### src/rtl/uart_tx_controller_if.sv
// ----------------------------------------------------------------------------
// uart_tx_controller_if
// Purpose : bundles the host write port and the uart_transmitter handshake of
//           uart_tx_controller into one interface.
// Modports:
//   master : drives wr_en_i, wr_data_i, flush_i, tx_en_i, trans_fi_i and
//            observes every status output (host / transmitter side)
//   slave  : the controller's view (takes the inputs, drives the outputs)
// Signals :
//   wr_en_i, wr_data_i[7:0]  byte push into the queue
//   flush_i                  empty the queue
//   tx_en_i                  allow new frames to start
//   trans_fi_i               frame-finished pulse from the transmitter
//   tx_data_o[7:0]           byte presented to the transmitter
//   start_tx_o               one-cycle start pulse to the transmitter
//   busy_o, full_o, empty_o  status flags
//   count_o                  queue occupancy
//   overflow_o, timeout_o    one-cycle event pulses
// ----------------------------------------------------------------------------
interface uart_tx_controller_if #(
  parameter int FIFO_DEPTH = 16
);

  localparam int COUNT_W = $clog2(FIFO_DEPTH) + 1;

  logic               wr_en_i;
  logic [7:0]         wr_data_i;
  logic               flush_i;
  logic               tx_en_i;
  logic               trans_fi_i;
  logic [7:0]         tx_data_o;
  logic               start_tx_o;
  logic               busy_o;
  logic               full_o;
  logic               empty_o;
  logic [COUNT_W-1:0] count_o;
  logic               overflow_o;
  logic               timeout_o;

  modport master (
    output wr_en_i, wr_data_i, flush_i, tx_en_i, trans_fi_i,
    input  tx_data_o, start_tx_o, busy_o, full_o, empty_o, count_o,
           overflow_o, timeout_o
  );

  modport slave (
    input  wr_en_i, wr_data_i, flush_i, tx_en_i, trans_fi_i,
    output tx_data_o, start_tx_o, busy_o, full_o, empty_o, count_o,
           overflow_o, timeout_o
  );

endinterface

### src/rtl/uart_tx_controller.sv
// ----------------------------------------------------------------------------
// uart_tx_controller
// Purpose : byte queue and frame sequencer in front of uart_transmitter.
//           Host bytes are buffered in a FIFO; each one is popped onto
//           tx_data_o, announced with a one-cycle start_tx_o, and the next
//           frame waits for trans_fi_i plus an optional idle gap.
// Ports   :
//   clk      system clock, rising edge
//   reset_n  asynchronous active-low reset
//   bus      uart_tx_controller_if.slave (write port, transmitter handshake,
//            status flags and event pulses)
// Parameters:
//   FIFO_DEPTH      queue entries, power of two >= 2
//   GAP_CYCLES      idle spacing after trans_fi_i (0 = none)
//   TIMEOUT_CYCLES  watchdog limit while waiting for trans_fi_i
// Build option:
//   UART_TX_CTRL_TIMEOUT_EN  when defined, a watchdog abandons a frame whose
//   trans_fi_i never arrives and pulses timeout_o; otherwise timeout_o is 0.
// ----------------------------------------------------------------------------
module uart_tx_controller #(
  parameter int FIFO_DEPTH     = 16,
  parameter int GAP_CYCLES     = 0,
  parameter int TIMEOUT_CYCLES = 2_000_000
) (
  input  logic                clk,
  input  logic                reset_n,
  uart_tx_controller_if.slave bus
);

  localparam int ADDR_W  = $clog2(FIFO_DEPTH);
  localparam int COUNT_W = ADDR_W + 1;

  if (FIFO_DEPTH < 2 || (FIFO_DEPTH & (FIFO_DEPTH - 1)) != 0 || TIMEOUT_CYCLES < 1)
  begin : g_bad_params
    $error("uart_tx_controller: FIFO_DEPTH must be a power of two >= 2 and TIMEOUT_CYCLES >= 1");
  end

  typedef enum logic [1:0] {IDLE, START, WAIT_FI, GAP} state_t;

  state_t             state, state_next;
  logic [7:0]         mem [FIFO_DEPTH];
  logic [ADDR_W-1:0]  wr_ptr, rd_ptr;
  logic [COUNT_W-1:0] count;
  logic [7:0]         tx_data;
  logic               overflow;
  logic [31:0]        gap_cnt;
  logic               full, empty, pop, push, drop;
  logic               wd_expire;
  logic               start_tx, busy;

  assign full  = (count == COUNT_W'(FIFO_DEPTH));
  assign empty = (count == '0);

  // Flush outranks everything: it blocks the pop and swallows a same-cycle
  // write. A write into a full queue still lands when a pop frees the slot.
  assign pop  = (state == IDLE) && bus.tx_en_i && !empty && !bus.flush_i;
  assign push = bus.wr_en_i && !bus.flush_i && (!full || pop);
  assign drop = bus.wr_en_i && !bus.flush_i && full && !pop;

  // Queue pointers and occupancy; pointer wrap is free because the depth is
  // a power of two.
  always_ff @(posedge clk or negedge reset_n) begin
    if (!reset_n) begin
      wr_ptr <= '0;
      rd_ptr <= '0;
      count  <= '0;
    end else if (bus.flush_i) begin
      wr_ptr <= '0;
      rd_ptr <= '0;
      count  <= '0;
    end else begin
      if (push) wr_ptr <= wr_ptr + ADDR_W'(1);
      if (pop)  rd_ptr <= rd_ptr + ADDR_W'(1);
      if (push && !pop)      count <= count + COUNT_W'(1);
      else if (pop && !push) count <= count - COUNT_W'(1);
    end
  end

  // Storage array carries no reset; stale entries are unreachable once the
  // pointers are cleared.
  always_ff @(posedge clk) begin
    if (push) mem[wr_ptr] <= bus.wr_data_i;
  end

  // Registered byte to the transmitter, held until the next pop, and the
  // dropped-write indicator.
  always_ff @(posedge clk or negedge reset_n) begin
    if (!reset_n) begin
      tx_data  <= 8'h00;
      overflow <= 1'b0;
    end else begin
      if (pop) tx_data <= mem[rd_ptr];
      overflow <= drop;
    end
  end

  // Gap timer. The cycle spent in IDLE deciding the next pop is the last
  // idle cycle, so GAP itself lasts GAP_CYCLES-1 cycles and the next start
  // lands GAP_CYCLES+1 cycles after trans_fi_i.
  always_ff @(posedge clk or negedge reset_n) begin
    if (!reset_n)          gap_cnt <= '0;
    else if (state == GAP) gap_cnt <= gap_cnt + 32'd1;
    else                   gap_cnt <= '0;
  end

`ifdef UART_TX_CTRL_TIMEOUT_EN
  logic [31:0] wd_cnt;
  logic        timeout;

  // A trans_fi_i arriving on the expiry cycle takes precedence.
  assign wd_expire = (state == WAIT_FI) && !bus.trans_fi_i &&
                     (wd_cnt == 32'(TIMEOUT_CYCLES - 1));

  // Watchdog counts cycles spent in WAIT_FI since entry.
  always_ff @(posedge clk or negedge reset_n) begin
    if (!reset_n) begin
      wd_cnt  <= '0;
      timeout <= 1'b0;
    end else begin
      if (state == WAIT_FI) wd_cnt <= wd_cnt + 32'd1;
      else                  wd_cnt <= '0;
      timeout <= wd_expire;
    end
  end

  assign bus.timeout_o = timeout;
`else
  assign wd_expire     = 1'b0;
  assign bus.timeout_o = 1'b0;
`endif

  // State register.
  always_ff @(posedge clk or negedge reset_n) begin
    if (!reset_n) state <= IDLE;
    else          state <= state_next;
  end

  // Next-state and decoded outputs.
  always_comb begin
    state_next = state;
    start_tx   = 1'b0;
    busy       = (state != IDLE);
    case (state)
      IDLE: begin
        if (pop) state_next = START;
      end
      START: begin
        start_tx   = 1'b1;
        state_next = WAIT_FI;
      end
      WAIT_FI: begin
        if (bus.trans_fi_i) state_next = (GAP_CYCLES > 1) ? GAP : IDLE;
        else if (wd_expire) state_next = IDLE;
      end
      GAP: begin
        if (gap_cnt == 32'(GAP_CYCLES - 2)) state_next = IDLE;
      end
      default: state_next = IDLE;
    endcase
  end

  assign bus.tx_data_o  = tx_data;
  assign bus.start_tx_o = start_tx;
  assign bus.busy_o     = busy;
  assign bus.full_o     = full;
  assign bus.empty_o    = empty;
  assign bus.count_o    = count;
  assign bus.overflow_o = overflow;

endmodule

### src/flat_wrapper.sv
// flat-port wrapper written by rule: the top's interface ports become plain ports
module uart_tx_controller_flat 
#(
  parameter int FIFO_DEPTH     = 16,
  parameter int GAP_CYCLES     = 0,
  parameter int TIMEOUT_CYCLES = 2_000_000
)
  (clk, reset_n, bus_wr_en_i, bus_wr_data_i, bus_flush_i, bus_tx_en_i, bus_trans_fi_i, bus_tx_data_o, bus_start_tx_o, bus_busy_o, bus_full_o, bus_empty_o, bus_count_o, bus_overflow_o, bus_timeout_o);
  uart_tx_controller_if #(.FIFO_DEPTH(FIFO_DEPTH)) bus_i ();
  input  logic clk;
  input  logic reset_n;
  input wire logic [$bits(bus_i.wr_en_i)-1:0] bus_wr_en_i;
  input wire logic [$bits(bus_i.wr_data_i)-1:0] bus_wr_data_i;
  input wire logic [$bits(bus_i.flush_i)-1:0] bus_flush_i;
  input wire logic [$bits(bus_i.tx_en_i)-1:0] bus_tx_en_i;
  input wire logic [$bits(bus_i.trans_fi_i)-1:0] bus_trans_fi_i;
  output wire logic [$bits(bus_i.tx_data_o)-1:0] bus_tx_data_o;
  output wire logic [$bits(bus_i.start_tx_o)-1:0] bus_start_tx_o;
  output wire logic [$bits(bus_i.busy_o)-1:0] bus_busy_o;
  output wire logic [$bits(bus_i.full_o)-1:0] bus_full_o;
  output wire logic [$bits(bus_i.empty_o)-1:0] bus_empty_o;
  output wire logic [$bits(bus_i.count_o)-1:0] bus_count_o;
  output wire logic [$bits(bus_i.overflow_o)-1:0] bus_overflow_o;
  output wire logic [$bits(bus_i.timeout_o)-1:0] bus_timeout_o;
  assign bus_i.wr_en_i = bus_wr_en_i;
  assign bus_i.wr_data_i = bus_wr_data_i;
  assign bus_i.flush_i = bus_flush_i;
  assign bus_i.tx_en_i = bus_tx_en_i;
  assign bus_i.trans_fi_i = bus_trans_fi_i;
  assign bus_tx_data_o = bus_i.tx_data_o;
  assign bus_start_tx_o = bus_i.start_tx_o;
  assign bus_busy_o = bus_i.busy_o;
  assign bus_full_o = bus_i.full_o;
  assign bus_empty_o = bus_i.empty_o;
  assign bus_count_o = bus_i.count_o;
  assign bus_overflow_o = bus_i.overflow_o;
  assign bus_timeout_o = bus_i.timeout_o;
  uart_tx_controller #(.FIFO_DEPTH(FIFO_DEPTH), .GAP_CYCLES(GAP_CYCLES), .TIMEOUT_CYCLES(TIMEOUT_CYCLES)) u_core (.clk(clk), .reset_n(reset_n), .bus(bus_i));
endmodule
### config.mk
export PLATFORM = sky130hd
export DESIGN_NAME = uart_tx_controller_flat
export DESIGN_NICKNAME = d
export VERILOG_FILES = /design/src/rtl/uart_tx_controller_if.sv /design/src/rtl/uart_tx_controller.sv /design/src/flat_wrapper.sv
export SDC_FILE = /design/constraint.sdc
export NUM_CORES = 1
export LEC_CHECK = 0
export CAP_MARGIN = 20
export CORE_MARGIN = 8
export CORE_UTILIZATION = 60
export CTS_CLUSTER_SIZE = 28
export DETAILED_ROUTE_END_ITERATION = 6
export PLACE_DENSITY = 0.79
export SETUP_SLACK_MARGIN = 0.02
export SLEW_MARGIN = 40
export SYNTH_ARGS = -nofsm -noshare
export SYNTH_HDL_FRONTEND = slang
export SYNTH_SLANG_ARGS = --single-unit
### constraint.sdc
create_clock -name clk -period 3.2 [get_ports clk]
set_input_delay 0.32 -clock clk [delete_from_list [all_inputs] [get_ports clk]]
set_output_delay 0.32 -clock clk [all_outputs]
set_load 0.005 [all_outputs]
==> results.json <==
{
  "status": "complete, no violations",
  "synth_top_cell_by_area": "edfxtp_1",
  "area.growth.synth_to_final_pct": 14.1,
  "grt_pass1_vias": 4714,
  "core_mm2": 0.0131,
  "hpwl_um": 10100,
  "clock_sinks": 184,
  "required_ns": 3.51,
  "drive_above_1_share_pct": 16.6,
  "hold_buffers": 0,
  "synth_cells": 519,
  "hold_viol_final": 0,
  "dr.pass1.iters": 6,
  "htree_levels": 4,
  "antenna_found_initial": 0,
  "p_per_area_mw_per_mm2": 681,
  "cts-buffers-inserted": 17,
  "worstHoldPathType": "primary input to asynchronous set/reset pin",
  "tns_ns": 0,
  "grt_max_degree": 38,
  "die-area_mm2": 0.0173,
  "layout.nets": 578,
  "clk_latency_ns": 0.43,
  "grt_use_total_pct": 18.9,
  "yosysUniqueCellTypes": 54,
  "wirelength_um": 15600,
  "pre_cts_ws_ns": 0.296,
  "synth_top_area_share_pct": 48.0,
  "synthArstFlopShare_pct": 30.4,
  "finalPower_w": 0.00622,
  "cts_resized": 0,
  "timing.final.crit_share_pct": 90.2,
  "ios": 33,
  "cp_max_fo": 7,
  "cts_tree": "done",
  "synth_flop_cell": "edfxtp_1",
  "fp-row-count": 42,
  "p_leak_nw": 3.13,
  "cpMostUsedCell": "a21oi_1",
  "critical_path.max_stage_delay_ns": 0.71,
  "start_util_pct": 61.0,
  "criticalPathCategory": "register to register",
  "antenna_cells": 0,
  "critPathLaunchType": "register",
  "min_period_ns": 2.89,
  "maxSlewViolCount": 0,
  "top_usage_layer": "met2",
  "clockBufferDepth": 2,
  "rsz0062_at_grt": "no",
  "vias": 4585,
  "grt_pass1_wl_um": 25600,
  "synth_edf_count": 128,
  "synth_seq_cells": 184,
  "met3_usage_pct": 4.92,
  "place_inst": 708,
  "path_clk_slew_ns": 0.07,
  "antenna_left": 0,
  "synth_nets": 545,
  "use_met1_pct": 24.5,
  "synthesis.area_mm2": 0.00801,
  "worstPathArrival_ns": 3.19,
  "max-slew-margin-rel_pct": 45.4,
  "skew_ns": 0.0107,
  "gp_congestion": 0.837,
  "ir_drop_mv": 0.512,
  "crit_chain": "or4_1 > o211ai_1 > nand2_1 > ha_1 > a21oi_1 > a211oi_1 > a221oi_1 > a21oi_1",
  "cpMaxStageDelayCell": "or4_1",
  "fin_ws_ns": 0.314,
  "yosysWarningCount": 0,
  "root_buffer": "clkbuf_16",
  "overflow": 0,
  "finalSetupViolations": 0,
  "grtUsageMet2_pct": 30.4,
  "cap_viol_max_count": 0,
  "final_cell_mix": "128 x edfxtp_1, 53 x dfrtp_1, 32 x mux4_2",
  "drtIter0Drc": 447,
  "syn_area_per_cell_um2": 15.4,
  "post_drt_wl_per_cell_um": 21.1,
  "placement.io_buffers": 31,
  "max_freq_ghz": 0.347,
  "mostFrequentLayoutCell": "edfxtp_1",
  "final_cells": 741,
  "endpoint_kind": "register",
  "fp.dieW_um": 132,
  "synth_area_leaders": "edfxtp_1 48%, dfrtp_1 17%, mux4_2 9.0%",
  "post_cts_buffers": 0,
  "drc_errors": 0,
  "fp.dieH_um": 132,
  "tightest_slew_ns": 0.820,
  "viasPerCell": 6.19,
  "synth-seq-area-share_pct": 65.5
}
==> per-stage QoR <==
step / utilization [%] / cell area (µm²) / hold WS, ns
6_report: 69.6 / 9140 / 0.385
5_1_grt: 69.6 / 9140 / 0.429
4_1_cts: 69.5 / 9130 / 0.0000425
3_5_place_dp: 64.7 / 8500 / 0.462
3_3_place_gp: 64.7 / 8500 / 0.441
2_1_floorplan: - / 8010 / 0.0244
==> final cells by class <==
type | count | area [µm²]
Timing Repair Buffer | 43 | 413
Clock inverter | 11 | 161
Tap cell | 176 | 220
Clock buffer | 21 | 460
Fill cell | 834 | 4000
Sequential cell | 184 | 5250
Inverter | 16 | 60.1
Multi-Input combinational cell | 290 | 2570
==> critical path: cells and delay by family, from the launching register on <==
kind                       cells  cell delay [ns]
and+or+nand+nor                2             0.91
adders and majority gates      1             0.36
AOI/OAI and AO/OA              5             1.02
DFF                            1             0.48
==> registers in the layout, summed over array words and instances (netlist names) <==
name,cells
u_core.rd_ptr,4
u_core.bus.overflow_o,1
u_core.gap_cnt,32
u_core.bus.count_o,5
u_core.wr_ptr,4
u_core.state,2
u_core.mem,128
u_core.bus.tx_data_o,8
==> final timing paths <==
| check | from | to | slack [ns] | cells after the start |
|---|---|---|---|---|
| min in group clk | u_core.gap_cnt[0]$_DFF_PN0_ | u_core.gap_cnt[0]$_DFF_PN0_ | 0.54 | 1 |
| min reg2reg | u_core.gap_cnt[0]$_DFF_PN0_ | u_core.gap_cnt[0]$_DFF_PN0_ | 0.54 | 1 |
| max reg2reg | u_core.bus.count_o[0]$_DFFE_PN0P_ | u_core.bus.count_o[4]$_DFFE_PN0P_ | 0.31 | 8 |
| max | u_core.bus.count_o[0]$_DFFE_PN0P_ | u_core.bus.count_o[4]$_DFFE_PN0P_ | 0.31 | 8 |
| min | reset_n | u_core.bus.overflow_o$_DFF_PN0_ | 0.38 | 2 |
| max in group asynchronous | reset_n | u_core.rd_ptr[0]$_DFFE_PN0P_ | 2.12 | 3 |
==> cell usage after synthesis, types with 2 or more instances <==
master    number
mux2i_1       19
o21ai_0        4
buf_2         11
clkbuf_2       2
mux2_4         4
or3_1          3
a21oi_1       22
buf_4          2
nor2_1        26
nand3_2        3
or4_1         14
xor2_1        10
ha_1          11
and4_1         8
nor3b_2        3
edfxtp_1     128
a211o_1        2
and3_1         5
nand2b_1       3
a211oi_1       2
inv_1         16
nand3_1       19
mux4_2        32
nand4_1        7
o221ai_1       8
nand2_1       22
nor2b_1        2
clkbuf_1      13
nor4_1         3
dfrtp_1       56
o31ai_1       14
o211ai_1       2
and2_1        17
xnor2_1        6
==> kinds of logic after synthesis <==
logic type      share of synthesized area (%)
mux                                      12.4
compound gates                           5.80
flops                                    65.5
other cells                            0.0468
xor+xnor                                 1.75
fa+ha+maj                                1.97
simple gates                             10.2
buf+inv                                  2.41
==> per-layer routing <==
metal | part of all wire, % | up-vias
met4 | 1.5 | 0
met2 | 49 | 143
met3 | 5.5 | 20
met1 | 44 | 2345
li1 | - | 2077
met5 | 0 | -
==> where the power goes <==
group,internal [W],total [W],switching [W]
clock network,0.00129,0.00219,0.000896
registers,0.00268,0.00289,0.000216
logic,0.000616,0.00114,0.000526
total,0.00458,0.00622,0.00164
(Power assumes the default switching activity.)
